**src/rtl/instr_decoder_pkg.sv**
```systemverilog
// Shared definitions for the RV32I instruction decoder and its consumers.
// Holds the supported opcodes, the format-class encoding and the packed
// record of decoded fields that the output stage registers.
package instr_decoder_pkg;

  localparam logic [6:0] OP_R      = 7'b0110011;
  localparam logic [6:0] OP_LOAD   = 7'b0000011;
  localparam logic [6:0] OP_IMM    = 7'b0010011;
  localparam logic [6:0] OP_JALR   = 7'b1100111;
  localparam logic [6:0] OP_STORE  = 7'b0100011;
  localparam logic [6:0] OP_BRANCH = 7'b1100011;
  localparam logic [6:0] OP_LUI    = 7'b0110111;
  localparam logic [6:0] OP_AUIPC  = 7'b0010111;
  localparam logic [6:0] OP_JAL    = 7'b1101111;

  localparam logic [6:0] F7_BASE = 7'b0000000;
  localparam logic [6:0] F7_ALT  = 7'b0100000;

  // Format class seen by the execute stage.
  typedef enum logic [2:0] {
    FmtR   = 3'd0,
    FmtI   = 3'd1,
    FmtS   = 3'd2,
    FmtB   = 3'd3,
    FmtU   = 3'd4,
    FmtJ   = 3'd5,
    FmtUnk = 3'd7
  } fmt_e;

  // Decoded fields held by the output register stage.
  typedef struct packed {
    logic [6:0]  opcode;
    logic [2:0]  funct3;
    logic [6:0]  funct7;
    logic [4:0]  rs1;
    logic [4:0]  rs2;
    logic [4:0]  rd;
    fmt_e        fmt;
    logic [31:0] imm;
  } dec_t;

endpackage

```
**src/rtl/instr_decoder_if.sv**
```systemverilog
// Bus between the fetch side of the core and the decoder.
//   in_valid / instr_out : raw instruction word and its qualifier
//   out_valid, opcode, funct3, funct7, rs1, rs2, rd, fmt, imm, illegal :
//                          registered decode results
// master : the core side (drives the instruction, consumes the decode)
// slave  : the decoder
interface instr_decoder_if;

  logic        in_valid;
  logic [31:0] instr_out;
  logic        out_valid;
  logic [6:0]  opcode;
  logic [2:0]  funct3;
  logic [6:0]  funct7;
  logic [4:0]  rs1;
  logic [4:0]  rs2;
  logic [4:0]  rd;
  logic [2:0]  fmt;
  logic [31:0] imm;
  logic        illegal;

  modport master (
    output in_valid, instr_out,
    input  out_valid, opcode, funct3, funct7, rs1, rs2, rd, fmt, imm, illegal
  );

  modport slave (
    input  in_valid, instr_out,
    output out_valid, opcode, funct3, funct7, rs1, rs2, rd, fmt, imm, illegal
  );

endinterface

```
**src/rtl/instr_decoder_imm_gen.sv**
```systemverilog
// Purely combinational format-class and immediate generator.
//   instr_i : raw 32-bit RV32I instruction word
//   fmt_o   : format class selected by the opcode (FmtUnk for unsupported)
//   imm_o   : sign-extended immediate for that format (0 for R and unknown)
module instr_decoder_imm_gen
  import instr_decoder_pkg::*;
(
  input  logic [31:0] instr_i,
  output fmt_e        fmt_o,
  output logic [31:0] imm_o
);

  always_comb begin
    fmt_o = FmtUnk;
    imm_o = '0;
    case (instr_i[6:0])
      OP_R: begin
        fmt_o = FmtR;
      end
      // Shifts under OP_IMM keep the full I immediate; shamt is read from rs2.
      OP_LOAD, OP_IMM, OP_JALR: begin
        fmt_o = FmtI;
        imm_o = {{20{instr_i[31]}}, instr_i[31:20]};
      end
      OP_STORE: begin
        fmt_o = FmtS;
        imm_o = {{20{instr_i[31]}}, instr_i[31:25], instr_i[11:7]};
      end
      OP_BRANCH: begin
        fmt_o = FmtB;
        imm_o = {{19{instr_i[31]}}, instr_i[31], instr_i[7], instr_i[30:25],
                 instr_i[11:8], 1'b0};
      end
      OP_LUI, OP_AUIPC: begin
        fmt_o = FmtU;
        imm_o = {instr_i[31:12], 12'b0};
      end
      OP_JAL: begin
        fmt_o = FmtJ;
        imm_o = {{11{instr_i[31]}}, instr_i[31], instr_i[19:12], instr_i[20],
                 instr_i[30:21], 1'b0};
      end
      default: begin
        fmt_o = FmtUnk;
        imm_o = '0;
      end
    endcase
  end

endmodule

```
**src/rtl/instr_decoder.sv**
```systemverilog
// RV32I instruction-field decoder with one registered output stage.
//   clk   : rising-edge clock
//   rst_n : asynchronous active-low reset, clears every output
//   bus   : instr_decoder_if.slave (in_valid/instr_out in, decoded fields out)
// A decode is captured on every clk edge with in_valid high; with in_valid low
// out_valid drops and the fields hold.
// Optional feature: define INSTR_DECODER_ILLEGAL_CHECK_EN to build and register
// the unsupported-encoding check; otherwise illegal is tied low.
module instr_decoder
  import instr_decoder_pkg::*;
(
  input  logic           clk,
  input  logic           rst_n,
  instr_decoder_if.slave bus
);

  fmt_e        gen_fmt;
  logic [31:0] gen_imm;

  instr_decoder_imm_gen u_imm_gen (
    .instr_i (bus.instr_out),
    .fmt_o   (gen_fmt),
    .imm_o   (gen_imm)
  );

  dec_t dec_d, dec_q;
  logic out_valid_d, out_valid_q;

  always_comb begin
    dec_d       = dec_q;
    out_valid_d = bus.in_valid;
    if (bus.in_valid) begin
      dec_d.opcode = bus.instr_out[6:0];
      dec_d.funct3 = bus.instr_out[14:12];
      dec_d.funct7 = bus.instr_out[31:25];
      dec_d.rs1    = bus.instr_out[19:15];
      dec_d.rs2    = bus.instr_out[24:20];
      dec_d.rd     = bus.instr_out[11:7];
      dec_d.fmt    = gen_fmt;
      dec_d.imm    = gen_imm;
    end
  end

  always_ff @(posedge clk or negedge rst_n) begin
    if (!rst_n) begin
      dec_q       <= '0;
      out_valid_q <= 1'b0;
    end else begin
      dec_q       <= dec_d;
      out_valid_q <= out_valid_d;
    end
  end

  assign bus.out_valid = out_valid_q;
  assign bus.opcode    = dec_q.opcode;
  assign bus.funct3    = dec_q.funct3;
  assign bus.funct7    = dec_q.funct7;
  assign bus.rs1       = dec_q.rs1;
  assign bus.rs2       = dec_q.rs2;
  assign bus.rd        = dec_q.rd;
  assign bus.fmt       = dec_q.fmt;
  assign bus.imm       = dec_q.imm;

`ifdef INSTR_DECODER_ILLEGAL_CHECK_EN
  function automatic logic check_illegal(input logic [31:0] instr);
    logic [6:0] f7;
    logic [2:0] f3;
    logic       bad;
    f7  = instr[31:25];
    f3  = instr[14:12];
    bad = 1'b0;
    case (instr[6:0])
      OP_R: begin
        if (f7 != F7_BASE && f7 != F7_ALT) bad = 1'b1;
        // The alternate funct7 only exists for sub and sra.
        else if (f7 == F7_ALT && f3 != 3'b000 && f3 != 3'b101) bad = 1'b1;
      end
      OP_IMM: begin
        if (f3 == 3'b001 && f7 != F7_BASE) bad = 1'b1;
        else if (f3 == 3'b101 && f7 != F7_BASE && f7 != F7_ALT) bad = 1'b1;
      end
      OP_LOAD: begin
        if (f3 == 3'b011 || f3 == 3'b110 || f3 == 3'b111) bad = 1'b1;
      end
      OP_STORE: begin
        if (f3 > 3'b010) bad = 1'b1;
      end
      OP_BRANCH: begin
        if (f3 == 3'b010 || f3 == 3'b011) bad = 1'b1;
      end
      OP_JALR: begin
        if (f3 != 3'b000) bad = 1'b1;
      end
      OP_LUI, OP_AUIPC, OP_JAL: begin
        bad = 1'b0;
      end
      default: begin
        bad = 1'b1;
      end
    endcase
    return bad;
  endfunction

  logic illegal_d, illegal_q;

  always_comb begin
    illegal_d = illegal_q;
    if (bus.in_valid) begin
      illegal_d = check_illegal(bus.instr_out);
    end
  end

  always_ff @(posedge clk or negedge rst_n) begin
    if (!rst_n) begin
      illegal_q <= 1'b0;
    end else begin
      illegal_q <= illegal_d;
    end
  end

  assign bus.illegal = illegal_q;
`else
  assign bus.illegal = 1'b0;
`endif

endmodule

```
**src/flat_wrapper.sv**
```systemverilog
// flat-port wrapper written by rule: the top's interface ports become plain ports
module instr_decoder_flat import instr_decoder_pkg::*;
  (clk, rst_n, bus_in_valid, bus_instr_out, bus_out_valid, bus_opcode, bus_funct3, bus_funct7, bus_rs1, bus_rs2, bus_rd, bus_fmt, bus_imm, bus_illegal);
  instr_decoder_if bus_i ();
  input  logic clk;
  input  logic rst_n;
  input wire logic [$bits(bus_i.in_valid)-1:0] bus_in_valid;
  input wire logic [$bits(bus_i.instr_out)-1:0] bus_instr_out;
  output wire logic [$bits(bus_i.out_valid)-1:0] bus_out_valid;
  output wire logic [$bits(bus_i.opcode)-1:0] bus_opcode;
  output wire logic [$bits(bus_i.funct3)-1:0] bus_funct3;
  output wire logic [$bits(bus_i.funct7)-1:0] bus_funct7;
  output wire logic [$bits(bus_i.rs1)-1:0] bus_rs1;
  output wire logic [$bits(bus_i.rs2)-1:0] bus_rs2;
  output wire logic [$bits(bus_i.rd)-1:0] bus_rd;
  output wire logic [$bits(bus_i.fmt)-1:0] bus_fmt;
  output wire logic [$bits(bus_i.imm)-1:0] bus_imm;
  output wire logic [$bits(bus_i.illegal)-1:0] bus_illegal;
  assign bus_i.in_valid = bus_in_valid;
  assign bus_i.instr_out = bus_instr_out;
  assign bus_out_valid = bus_i.out_valid;
  assign bus_opcode = bus_i.opcode;
  assign bus_funct3 = bus_i.funct3;
  assign bus_funct7 = bus_i.funct7;
  assign bus_rs1 = bus_i.rs1;
  assign bus_rs2 = bus_i.rs2;
  assign bus_rd = bus_i.rd;
  assign bus_fmt = bus_i.fmt;
  assign bus_imm = bus_i.imm;
  assign bus_illegal = bus_i.illegal;
  instr_decoder u_core (.clk(clk), .rst_n(rst_n), .bus(bus_i));
endmodule
```
**config.mk**
```make
export PLATFORM = sky130hd
export DESIGN_NAME = instr_decoder_flat
export DESIGN_NICKNAME = d
export VERILOG_FILES = /design/src/rtl/instr_decoder_pkg.sv /design/src/rtl/instr_decoder_if.sv /design/src/rtl/instr_decoder_imm_gen.sv /design/src/rtl/instr_decoder.sv /design/src/flat_wrapper.sv
export SDC_FILE = /design/constraint.sdc
export NUM_CORES = 1
export LEC_CHECK = 0
export ABC_AREA = 1
export ABC_CLOCK_PERIOD_IN_PS = 1450
export CAP_MARGIN = 20
export CORE_MARGIN = 2
export CORE_UTILIZATION = 45
export DETAILED_ROUTE_END_ITERATION = 6
export PLACE_DENSITY = 0.79
export SETUP_SLACK_MARGIN = 0.05
export SYNTH_ARGS = -nofsm -noshare
export SYNTH_HDL_FRONTEND = slang
export SYNTH_SLANG_ARGS = --single-unit
```
**constraint.sdc**
```tcl
create_clock -name clk -period 1.45 [get_ports clk]
set_clock_uncertainty 0.2 [all_clocks]
set_input_delay 0.29 -clock clk [delete_from_list [all_inputs] [get_ports clk]]
set_output_delay 0.29 -clock clk [all_outputs]
set_load 0.05 [all_outputs]
```
==> summary.txt <==
met3 Track Usage GR: 9.708%
number of port buffers: 102
CP Cell Sequence: buf_12
total grt overflow: 0
Max-cap violations: 0
CP Data Arrival Time: 950 ps
Final Core Density: 82.19%
Synth area leader: dfrtp_1
Pwr per Cell Area: 866.7 nW/um^2
dpl cells: 619
worst hold margin: 6.581 ps
FF+latch count, synth: 68
ys flop type: dfrtp_1
Setup WS post-layout: 10.67 ps
worst slack at placement: -565.3 ps
CTS Sinks: 68
Layout area overhead: 75.92%
Clock Tree Buf Depth: 2
post-route ant nets: 0
row cnt: 30
final number of max-transition violations: 0
Critical Path RT: 960 ps
Tot GR Track Use: 26.60%
GP Congestion: 0.8290
Synth top cells by count: nand2_1, dfrtp_1, nand3_1, inv_1, nor2_1
Setup Viol. Count Final: 0
share of layout cells above drive strength 1: 33.22%
Avg Inst Size Synth: 7.723 um^2
met1 usage: 31.67%
ys async rst share: 100.0%
buffers plus inverters on the worst setup path: 1
Syn. warnings: 0
Post-synth EDFFs: 0
f_max: 694.8 MHz
Worst Hold Class: in -> reg
Worst-path clk slew: 70 ps
Die H: 87.99 um
DR WL/cell: 14.94 um
number of fill cells: 378
first-pass iteration count of the detailed router: 4
DR iter-0 viols: 193
vias: 3245
largest net degree at the start of global routing: 69
HPWL after detailed placement: 6547 um
peak supply drop: 0.7724 mV
run status: complete, no violations
drt via density: 4.902
reg2reg setup slack: 340 ps
Initial Utilization: 46.72%
Power, Total: 0.004840 W
overall routed net length: 9893 um
Yosys top cell area share: 53.61%
Post-Syn Instances: 411
global route hottest layer: met2
vias in the first global route: 3253
Nets: 598
synth unique cells: 22
core box area: 6794 um^2
final hold violations: 0
worst-skew pair later-pin latency: 340 ps
die width: 87.99 um
slowest CP cell: dfrtp_1
total die area: 7742 um^2
Ports: 104
crit-path leading delay family: flip-flops
diode count: 0
CTS Root Cell: clkbuf_8
antenna violations before repair: 0
htree depth: 3
synthesized area: 3174 um^2
CP Launch Type: flop
Max stage delay on crit path: 430 ps
RSZ-0062 raised after global routing: true
total CTS buffers: 9
Area contributors post-synth: dfrtp_1, nand2_1, nand3_1
Remaining DRCs: 0
most common cell in the netlist: nand2_1
CP Capture Type: output pin
post-synthesis sequential area ratio: 53.61%
non-filler cells in the finished layout: 662
Synthesized Nets: 446
CTS tree: yes
crit path time final: 1439 ps
CP max FO: 2
Setup CP Type: reg -> out
final period utilization: 99.26%
Lkg Pwr: 3.035 nW
first-pass GRT wire length: 15590 um
met2 usage: 44.42%
report_power, final:
group	total (W)	switching, W	internal, W
combinational	0.00138	0.000741	0.000643
sequential	0.00212	0.000121	0.00200
clock	0.00133	0.000691	0.000640
routing by layer:
layer | routed length (um) | part of all wire [%]
met3 | 892 | 9.0
met2 | 4984 | 50
met1 | 3784 | 38
met4 | 232 | 2.3
met5 | 0 | 0
cells in the final DEF (no fill, tap or decap), drive strengths merged:
master         instances
dfrtp                 68
inv                   21
nor2                  17
clkdlybuf4s50         25
buf                  125
clkinv                 3
dlygate4sd3            1
nand3                 25
o21ai                  5
nand2                253
nand4                  1
a21oi                  3
conb                   1
clkbuf                17
clkdlybuf4s15          1
repair_timing:
item | 4_1_cts | 5_1_grt
setup endpoints to repair | 102 | 100
gates cloned | 2 | 1
resized for setup | 26 | 21
hold endpoints to repair | 68 | 0
hold buffers | 1 | 0
buffers inserted | 9 | 16
pin swaps | 10 | 12
worst paths after layout:
kind,end,start,cells past startpoint
setup reg to reg,u_core.bus.imm[12],u_core.bus.imm[12],4
max in group asynchronous,u_core.bus.imm[15],rst_n,3
hold reg to reg,u_core.bus.rd[0],u_core.bus.rd[0],2
setup / recovery,bus_funct7[6],u_core.bus.funct7[6],1
hold / removal,u_core.bus.opcode[0],bus_instr_out[0],3
min in group asynchronous,u_core.bus.opcode[1],rst_n,3
sequential cells by signal, summed over array words and instances, names as in the netlist:
register              flops
u_core.bus.fmt            3
u_core.bus.opcode         7
u_core.bus.imm           32
u_core.bus.out_valid      1
u_core.bus.rd             5
u_core.bus.rs2            5
u_core.bus.funct3         3
u_core.bus.rs1            5
u_core.bus.funct7         7
kinds of logic (layout without fill, tap and decap cells):
logic type | Yosys count | count (layout) | synth area share (%)
simple gates | 293 | 296 | 38.98
flops | 68 | 68 | 53.61
buf+inv | 41 | 193 | 6.030
compound gates | 8 | 8 | 1.261
other cells | 1 | 1 | 0.1181
layout make-up:
type                       instances  area [um^2]  area share [%]
timing repair buffer             158         2130           38.14
sequential                        68         1702           30.47
multi-input combinational        305         1398           25.03
clock buffer                      11        141.4           2.532
tap                               96        120.1           2.151
inverter                          21        78.83           1.412
clock inverter                     3        15.01          0.2689
stage by stage:
step,TNS [ps],instance area (um^2)
floorplan,0,3174
global placement,-16640,5136
detailed placement,-18330,5136
CTS,0,5449
global route,-43.58,5584
finish,0,5584
Power figures use the tool's default switching activity.
